## src/rtl/spi_pkg.sv

```systemverilog
// Shared types and helpers for the SPI loopback block: master FSM states and the
// sclk half-period calculation.
package spi_pkg;

   typedef enum logic [1:0] {
      IDLE  = 2'd0,
      SETUP = 2'd1,
      XFER  = 2'd2,
      DONE  = 2'd3
   } state_t;

   // Number of clk cycles per sclk half-period.
   function automatic int calc_half(input int clk_hz, input int spi_hz);
      return clk_hz / (2 * spi_hz);
   endfunction

endpackage

```

## src/rtl/spi_slave.sv

```systemverilog
// SPI mode-0 slave, MSB first, oversampling sclk/cs_n on clk.
// SPI_SLAVE_ECHO_EN: transmit the word received in the previous transfer instead of TX_WORD.
module spi_slave
   import spi_pkg::*;
#(
   parameter int                    DATA_WIDTH = 16,
   parameter logic [DATA_WIDTH-1:0] TX_WORD    = '0
)(
   input  logic clk,
   input  logic rst_n,
   input  logic i_sclk,
   input  logic i_cs_n,
   input  logic i_mosi,
   output logic o_miso
);

   logic                  r_sclk_q;
   logic                  r_cs_n_q;
   logic [DATA_WIDTH-1:0] r_shreg;
   logic                  r_rx_bit;
   logic                  r_miso;
   logic                  w_sclk_rise;
   logic                  w_sclk_fall;
   logic                  w_cs_fall;
   logic [DATA_WIDTH-1:0] w_tx_word;

   assign w_sclk_rise = i_sclk & ~r_sclk_q;
   assign w_sclk_fall = ~i_sclk & r_sclk_q;
   assign w_cs_fall   = ~i_cs_n & r_cs_n_q;
   assign o_miso      = r_miso;

`ifdef SPI_SLAVE_ECHO_EN
   logic [DATA_WIDTH-1:0] r_rx_word;
   logic                  r_have_rx;
   logic                  w_cs_rise;

   assign w_cs_rise = i_cs_n & ~r_cs_n_q;
   assign w_tx_word = r_have_rx ? r_rx_word : TX_WORD;

   // The last falling edge is seen before cs_n rises, so r_shreg is complete here.
   always_ff @(posedge clk or negedge rst_n) begin
      if (!rst_n) begin
         r_rx_word <= '0;
         r_have_rx <= 1'b0;
      end else if (w_cs_rise) begin
         r_rx_word <= r_shreg;
         r_have_rx <= 1'b1;
      end
   end
`else
   assign w_tx_word = TX_WORD;
`endif

   always_ff @(posedge clk or negedge rst_n) begin
      if (!rst_n) begin
         r_sclk_q <= 1'b0;
         r_cs_n_q <= 1'b1;
         r_shreg  <= '0;
         r_rx_bit <= 1'b0;
         r_miso   <= 1'b0;
      end else begin
         r_sclk_q <= i_sclk;
         r_cs_n_q <= i_cs_n;
         if (w_cs_fall) begin
            r_shreg <= w_tx_word;
            r_miso  <= w_tx_word[DATA_WIDTH-1];
         end else if (!i_cs_n) begin
            if (w_sclk_rise) begin
               r_rx_bit <= i_mosi;
            end else if (w_sclk_fall) begin
               r_shreg <= {r_shreg[DATA_WIDTH-2:0], r_rx_bit};
               r_miso  <= r_shreg[DATA_WIDTH-2];
            end
         end
      end
   end

endmodule

```

## src/rtl/spi.sv

```systemverilog
// SPI loopback: mode-0 master exchanging one DATA_WIDTH word with an internal spi_slave.
// Optional SPI_SLAVE_ECHO_EN makes the slave echo the previously received word.
module spi
   import spi_pkg::*;
#(
   parameter int          CLK_FREQUENCY  = 100_000_000,
   parameter int          SPI_FREQUENCY  = 5_000_000,
   parameter int          DATA_WIDTH     = 16,
   parameter logic [15:0] MASTER_TX_WORD = 16'h1234,
   parameter logic [15:0] SLAVE_TX_WORD  = 16'hA5C3
)(
   input  logic                  clk,
   input  logic                  rst_n,
   input  logic                  start,
   output logic [DATA_WIDTH-1:0] data_out_master
);

   localparam int HALF = calc_half(CLK_FREQUENCY, SPI_FREQUENCY);
   localparam int DW   = $clog2(HALF);
   localparam int BW   = $clog2(DATA_WIDTH + 1);
   localparam logic [DW-1:0]         DIV_LAST = DW'(HALF - 1);
   localparam logic [BW-1:0]         BIT_LAST = BW'(DATA_WIDTH);
   localparam logic [DATA_WIDTH-1:0] M_WORD   = DATA_WIDTH'(MASTER_TX_WORD);
   localparam logic [DATA_WIDTH-1:0] S_WORD   = DATA_WIDTH'(SLAVE_TX_WORD);

   state_t                r_state;
   state_t                w_next;
   logic [DW-1:0]         r_div;
   logic [BW-1:0]         r_bit_cnt;
   logic                  r_sclk;
   logic                  r_cs_n;
   logic                  r_mosi;
   logic                  r_rx_bit;
   logic [DATA_WIDTH-1:0] r_shreg;
   logic [DATA_WIDTH-1:0] r_data_out;
   logic                  w_tick;
   logic                  w_load;
   logic                  w_miso;

   assign w_tick          = (r_div == DIV_LAST);
   assign data_out_master = r_data_out;

   always_ff @(posedge clk or negedge rst_n) begin
      if (!rst_n) r_state <= IDLE;
      else        r_state <= w_next;
   end

   always_comb begin
      w_next = r_state;
      w_load = 1'b0;
      case (r_state)
         IDLE: begin
            if (start) begin
               w_next = SETUP;
               w_load = 1'b1;
            end
         end
         SETUP: if (w_tick) w_next = XFER;
         // Leave on the falling edge that follows the last rising (sampling) edge.
         XFER:  if (w_tick && r_sclk && (r_bit_cnt == BIT_LAST)) w_next = DONE;
         DONE:  w_next = IDLE;
         default: w_next = IDLE;
      endcase
   end

   always_ff @(posedge clk or negedge rst_n) begin
      if (!rst_n) begin
         r_div      <= '0;
         r_bit_cnt  <= '0;
         r_sclk     <= 1'b0;
         r_cs_n     <= 1'b1;
         r_mosi     <= 1'b0;
         r_rx_bit   <= 1'b0;
         r_shreg    <= '0;
         r_data_out <= '0;
      end else begin
         case (r_state)
            IDLE: begin
               r_div     <= '0;
               r_bit_cnt <= '0;
               r_sclk    <= 1'b0;
               r_cs_n    <= 1'b1;
               if (w_load) begin
                  r_cs_n  <= 1'b0;
                  r_shreg <= M_WORD;
                  r_mosi  <= M_WORD[DATA_WIDTH-1];
               end
            end
            SETUP: r_div <= w_tick ? '0 : r_div + DW'(1);
            XFER: begin
               r_div <= w_tick ? '0 : r_div + DW'(1);
               if (w_tick) begin
                  r_sclk <= ~r_sclk;
                  if (!r_sclk) begin
                     r_rx_bit  <= w_miso;
                     r_bit_cnt <= r_bit_cnt + BW'(1);
                  end else begin
                     r_shreg <= {r_shreg[DATA_WIDTH-2:0], r_rx_bit};
                     r_mosi  <= r_shreg[DATA_WIDTH-2];
                  end
               end
            end
            DONE: begin
               r_cs_n     <= 1'b1;
               r_data_out <= r_shreg;
            end
            default: ;
         endcase
      end
   end

   spi_slave #(
      .DATA_WIDTH (DATA_WIDTH),
      .TX_WORD    (S_WORD)
   ) u_slave (
      .clk    (clk),
      .rst_n  (rst_n),
      .i_sclk (r_sclk),
      .i_cs_n (r_cs_n),
      .i_mosi (r_mosi),
      .o_miso (w_miso)
   );

endmodule

```

## config.mk

```make
export PLATFORM = sky130hd
export DESIGN_NAME = spi
export DESIGN_NICKNAME = d
export VERILOG_FILES = /design/src/rtl/spi_pkg.sv /design/src/rtl/spi_slave.sv /design/src/rtl/spi.sv
export SDC_FILE = /design/constraint.sdc
export NUM_CORES = 1
export LEC_CHECK = 0
export CAP_MARGIN = 10
export CELL_PAD_IN_SITES_DETAIL_PLACEMENT = 1
export CELL_PAD_IN_SITES_GLOBAL_PLACEMENT = 1
export CORE_MARGIN = 4
export CORE_UTILIZATION = 30
export DETAILED_ROUTE_END_ITERATION = 6
export GPL_ROUTABILITY_DRIVEN = 0
export PLACE_DENSITY_LB_ADDON = 0.1
export SLEW_MARGIN = 20
export SYNTH_ARGS = -nofsm -noshare
export SYNTH_HDL_FRONTEND = slang
export SYNTH_SLANG_ARGS = --single-unit
```

## constraint.sdc

```tcl
create_clock -name clk -period 2.22 [get_ports clk]
set_clock_uncertainty 0.05 [all_clocks]
set_input_delay 0.333 -clock clk [delete_from_list [all_inputs] [get_ports clk]]
set_output_delay 0.333 -clock clk [all_outputs]
set_load 0.03 [all_outputs]
```

Word-level counts from Yosys, hierarchy flattened
Index checks and enable logic that the tools add are counted.
W data, S select, Z words.
{ "word_totals": {"ff_bits": 66, "inputBits": 3, "out_inout_bits": 16, "word_cells": 83} }
{ "op_classes": {"n_addsub": 2, "eq_ne": 14, "mux": 31, "bitwise_logic": 7, "reduce_logical": 15} }
{ "op_table": {"columns": ["cell", "n"], "rows": [
  ["$mux W15", 4],
  ["$mux W16", 3],
  ["$pmux W16 S2", 1],
  ["$ne A2 B2 Y1 const B", 8],
  ["$reduce_and A3 Y1", 5],
  ["$mux W1", 11],
  ["$mux W5", 2],
  ["$pmux W5 S2", 1],
  ["$pmux W2 S4", 1],
  ["$pmux W4 S2", 1],
  ["$reduce_bool A2 Y1", 4],
  ["$mux W2", 3],
  ["$pmux W1 S2", 3],
  ["$add A5 B1 Y5 const B", 1],
  ["$eq A5 B5 Y1 const B", 1],
  ["$add A4 B1 Y4 const B", 1],
  ["$eq A2 B2 Y1 const B", 2],
  ["$eq A4 B4 Y1 const B", 1],
  ["$mux W4", 1],
  ["$not A1 Y1", 4],
  ["$reduce_and A4 Y1", 1],
  ["$and A1 B1 Y1", 3],
  ["$eq A2 B1 Y1 const B", 1],
  ["$logic_and A1 B1 Y1", 2],
  ["4 further kinds", 4]
]} }

Depth between registers and ports, before layout
{ "depth": {"ltp_word": 6, "mapped_depth": 8} }

Hierarchy
A second synthesis with hierarchy kept.
{ "unflattened": {"cells_unflattened": 271, "hier_area_um2": 2927.8} }
{ "by_module_without_submodules": {"columns": ["mod", "instances", "cells_each", "area_each_um2", "seq_area_each_um2"], "rows": [
  ["spi", 1, 187, 2063.2, 1152.4],
  ["spi_slave", 1, 84, 864.6, 476.7]
]} }

Least setup slack after synthesis
No wires, ideal clock.
{ "synth_timing": {"kind": "reg-to-reg", "startpoint": "reg r_state[0]", "endpoint": "reg r_bit_cnt[4]", "setup_time_ns": 0.124, "arrival_ns": 1.439, "required_ns": 2.046, "slack_ns": 0.607, "path_stages_with_launch": 6, "period_less_slack_ns": 1.613, "cell_sequence": "dfrtp_1 inv_1 ha_1 nor3b_4 nor2_1 a211o_1"} }
{ "synth_via": {"elab_chain_len": 3, "word_cells_on_any_way": 7} }
{ "synth_lines": {"columns": ["element", "line", "rtl"], "rows": [
  ["start, declared", "spi.sv:26", "state_t r_state;"],
  ["start signal, assigned", "spi.sv:45", "else r_state <= w_next;"],
  ["$eq A2 B2 Y1 / $logic_not A2 Y1 (equally long branches)", "spi.sv:77", "case (r_state)"],
  ["$ne A2 B2 Y1 (no source line) / $reduce_bool A2 Y1 (equally long branches)", null, null],
  ["$reduce_and A3 Y1 (no source line)", null, null],
  ["end signal, assigned", "spi.sv:96", "r_bit_cnt <= r_bit_cnt + BW'(1);"],
  ["end, declared", "spi.sv:29", "logic [BW-1:0] r_bit_cnt;"]
]} }
Several ways; a longest one is shown, not always the timed one.
A chain may end at the register's enable or synchronous reset.

Worst setup path in the final report
{ "layout_timing": {"startpoint": "reg r_state[0]", "endpoint": "reg r_shreg[5]"} }
{ "layout_via": {"elab_chain_len": 4, "word_cells_on_any_way": 9} }
{ "layout_lines": {"columns": ["element", "line", "rtl"], "rows": [
  ["$logic_not A2 Y1", "spi.sv:51, spi.sv:77", null],
  ["$mux W1", "spi.sv:51", "case (r_state)"],
  ["$ne A2 B2 Y1 (no source line)", null, null],
  ["$reduce_and A4 Y1 (no source line)", null, null],
  ["end signal, assigned", "spi.sv:98", "r_shreg <= {r_shreg[DATA_WIDTH-2:0], r_rx_bit};"],
  ["end, declared", "spi.sv:34", "logic [DATA_WIDTH-1:0] r_shreg;"]
]} }
Several ways; a longest one is shown, not always the timed one.

==> metrics.txt <==
# TYPE chip_impl_metric gauge
chip_impl_info{name="min-delay-start",value="r_cs_n"} 1
chip_impl_metric{name="layout.nets",unit=""} 270
chip_impl_metric{name="setup-violations-final",unit=""} 0
chip_impl_metric{name="tritoncts.num_buffers",unit=""} 9
chip_impl_metric{name="synth_sequential_area_ratio",unit="%"} 59.2
chip_impl_metric{name="yosys_register_bits",unit=""} 65
chip_impl_metric{name="route.detailed.vias_per_inst",unit=""} 4.94
chip_impl_metric{name="cts_hold_buf",unit=""} 1
chip_impl_metric{name="grt_max_degree",unit=""} 66
chip_impl_metric{name="firstDrtPassIters",unit=""} 4
chip_impl_metric{name="placedCellCount",unit=""} 354
chip_impl_metric{name="overall_power_consumption",unit="mW"} 2.33
chip_impl_metric{name="initial_core_util",unit="%"} 31.3
chip_impl_metric{name="grt_first_pass_wirelength",unit="mm"} 9.85
chip_impl_metric{name="relSlewSlack",unit="%"} 43.6
chip_impl_metric{name="grtUsageTotal",unit="%"} 11.4
chip_impl_metric{name="fp.coreArea",unit="mm2"} 0.00881
chip_impl_info{name="whs_endpoint",value="u_slave.r_cs_n_q"} 1
chip_impl_metric{name="drt_iter0_drc",unit=""} 27
chip_impl_metric{name="fmax",unit="GHz"} 0.571
chip_impl_metric{name="top_level_ports",unit=""} 19
chip_impl_metric{name="r2r_setup_slk",unit="ps"} 470
chip_impl_metric{name="hpwl",unit="mm"} 3.65
chip_impl_info{name="timing_worst_setup_path_type",value="flip-flop to flip-flop"} 1
chip_impl_metric{name="die_width",unit="um"} 104
chip_impl_metric{name="report.final.hold_viol_count",unit=""} 0
chip_impl_info{name="critical_path_source_type",value="flip-flop"} 1
chip_impl_metric{name="crit_fanout",unit=""} 8
chip_impl_metric{name="grt_antenna_before_repair",unit=""} 0
chip_impl_metric{name="power.ir.vdd_worst",unit="V"} 0.000393
chip_impl_metric{name="num_antenna_cells",unit=""} 0
chip_impl_metric{name="pin_slew_with_the_least_headroom_to_its_limit",unit="ps"} 846
chip_impl_metric{name="ys.warnings.count",unit=""} 0
chip_impl_metric{name="die-height",unit="um"} 104
chip_impl_metric{name="clk_latency",unit="ps"} 330
chip_impl_metric{name="clock_path_buffers",unit=""} 2
chip_impl_metric{name="ff2ff_path_depth",unit=""} 7
chip_impl_metric{name="timing.critical_path.required",unit="ps"} 2390
chip_impl_info{name="worstReg2RegStart",value="r_state[0]"} 1
chip_impl_metric{name="layout_worst_path_cycle_share",unit="%"} 78.9
chip_impl_info{name="cts.root.buffer_cell",value="clkbuf_8"} 1
chip_impl_metric{name="synthesis.instances",unit=""} 232
chip_impl_info{name="run_status",value="complete, no violations"} 1
chip_impl_metric{name="cts.repair_timing.setup_buffer_count",unit=""} 0
chip_impl_metric{name="port-buffer-count",unit=""} 18
chip_impl_metric{name="post_syn_area_per_cell",unit="um2"} 11.9
chip_impl_info{name="cp-end-kind",value="flip-flop"} 1
chip_impl_metric{name="cts_num_sinks",unit=""} 65
chip_impl_metric{name="layout.core_utilization",unit="%"} 37.5
chip_impl_metric{name="wirelength_met1",unit="mm"} 2.69
chip_impl_metric{name="drc",unit=""} 0
chip_impl_metric{name="timing.hold.ws",unit="ps"} 331
chip_impl_metric{name="num_vias",unit=""} 1834
chip_impl_metric{name="power_per_cell_area",unit="mW/mm2"} 704
chip_impl_metric{name="hold_path_depth",unit=""} 0
chip_impl_metric{name="yosys.cell_types.count",unit=""} 39
chip_impl_metric{name="fp_rows",unit=""} 34
chip_impl_info{name="rsz0062_at_grt",value="false"} 1
chip_impl_metric{name="final_critical_path_setup_slack",unit="ps"} 469
chip_impl_info{name="worstHoldPathType",value="flip-flop to flip-flop"} 1
chip_impl_metric{name="placedInstanceArea",unit="mm2"} 0.00307
chip_impl_metric{name="path_clk_slew",unit="ps"} 70
chip_impl_info{name="regToRegEndpoint",value="r_shreg[5]"} 1
chip_impl_metric{name="fin_max_slew_vios",unit=""} 0
chip_impl_metric{name="die-area",unit="mm2"} 0.0108
chip_impl_metric{name="global_route.overflow_total",unit=""} 0
chip_impl_metric{name="final_layout_size_suffix_gt1_share",unit="%"} 16.7
chip_impl_metric{name="total_wirelength_of_the_detailed_routed_design",unit="mm"} 5.56
chip_impl_metric{name="met2RoutedLength",unit="mm"} 2.58
chip_impl_metric{name="clock_tree.htree_level_count",unit=""} 3
chip_impl_metric{name="leakage",unit="nW"} 1.62
chip_impl_info{name="highest_layer",value="met4"} 1
chip_impl_metric{name="post-place-ws",unit="ps"} 405
chip_impl_info{name="tritoncts",value="built"} 1
chip_impl_metric{name="fin_setup_tns",unit="ps"} 0
chip_impl_metric{name="post-route-cell-area",unit="mm2"} 0.00330
chip_impl_metric{name="netlist_area",unit="mm2"} 0.00275
chip_impl_metric{name="antenna_violating_nets_post_route",unit=""} 0
chip_impl_metric{name="finalNonFillerCells",unit=""} 371
chip_impl_metric{name="wl_met3",unit="um"} 227
chip_impl_metric{name="cts-resized-gates",unit=""} 0
chip_impl_metric{name="area_growth",unit="%"} 20.0
chip_impl_metric{name="period_needed",unit="ps"} 1750
chip_impl_metric{name="vias_in_the_first_global_route",unit=""} 1882
chip_impl_metric{name="postSynthNetCount",unit=""} 244
chip_impl_metric{name="detail_route.wl_per_cell",unit="um"} 15.0
chip_impl_metric{name="drv.max_cap_violation_count",unit=""} 0
chip_impl_info{name="startpoint",value="r_state[0]"} 1
chip_impl_metric{name="timing.critical_path.arrival",unit="ps"} 1920
[flip-flops by register name, summed over array words and instances, names as in the netlist]
register	count
u_slave.r_sclk_q	1
u_slave.o_miso	1
u_slave.r_shreg	15
data_out_master	16
u_slave.r_cs_n_q	1
r_div	4
r_rx_bit	1
r_shreg	15
r_state	2
r_cs_n	1
r_bit_cnt	5
r_mosi	1
r_sclk	1
u_slave.r_rx_bit	1
[power by group]
part	internal, mW	switching, mW
clock network	0.662	0.449
registers	1.18	0
logic	0.00762	0.0241
total	1.85	0.474
[Yosys cell counts (all sizes together)]
master   n  area (um2)
a211o    2        17.5
a21o     1        7.51
a21oi    2        10.0
a22o    10        87.6
a22oi    1        7.51
and2     2        12.5
and3     2        12.5
and3b    1        8.76
and4     1        8.76
buf      5        25.0
clkbuf   4        15.0
dfrtp   63        1580
dfstp    2        52.6
ha       9         113
inv      7        26.3
mux2    19         218
mux2i    1        10.0
nand2   43         161
nand2b   1        6.26
nand3   15        75.1
nand3b   2        27.5
nand4    1        6.26
nor2     5        18.8
nor2b    4        25.0
nor3     3        15.0
nor3b    1        18.8
nor4b    2        17.5
nor4bb   1        10.0
o21ai    8        40.0
o22a     8        70.1
o31ai    3        27.5
o41ai    1        8.76
or3b     1        8.76
xnor2    1        8.76
[area by class of cell]
cell class                 instances  area, um2
sequential                        65       1630
clock inverter                     5       78.8
fill                             954       5500
inverter                           7       26.3
clock buffer                      11        141
multi-input combinational        151       1060
timing repair buffer              24        235
tap                              108        135
[worst max-delay path by stage]
stage | to
final | r_shreg[5]
after global routing | data_out_master[4]
after CTS | data_out_master[7]
after detailed placement | data_out_master[7]
after global placement | data_out_master[0]
after floorplan | r_bit_cnt[4]
[layout by cell type (no fill, tap or decap), types with 2 or more instances in the layout]
cell type and count:
o31ai_1 2, a21oi_1 2, buf_4 4, clkinv_2 2
clkdlybuf4s50_1 17, nor2_1 5, dfrtp_1 63, a211o_1 2
nand3_1 15, nor2b_1 4, mux2_2 17, nor3_1 3
a22o_1 10, clkbuf_8 10, dfstp_2 2, ha_1 9
inv_1 7, o21ai_0 7, nor4b_1 2, nand2_1 43
o22a_1 8, bufinv_16 2, and2_1 2, and3_1 2
[cells by family after synthesis]
group                      after synthesis  synth area share (%)
xor gates and xnor gates                 1                 0.318
adders and majority gates                9                  4.09
muxes                                   20                  8.27
and+or+nand+nor                         85                  15.7
AOI/OAI and AO/OA                       36                  10.0
buffers and inverters                   16                  2.41
DFF                                     65                  59.2
[metal layers]
layer / global-route usage, % / vias up
met1: 15.1 / 928
met3: 4.35 / 7
met2: 17.3 / 25
li1: - / 874
met5: 0 / -
met4: 3.13 / 0
[worst max-delay path: stages (launching register included)]
cell,delay (ps)
dfrtp_1,420
inv_1,120
ha_1,310
nor2b_1,100
buf_4,160
and2_1,220
o21ai_0,180
nand2_1,80
(Power assumes the default switching activity.)
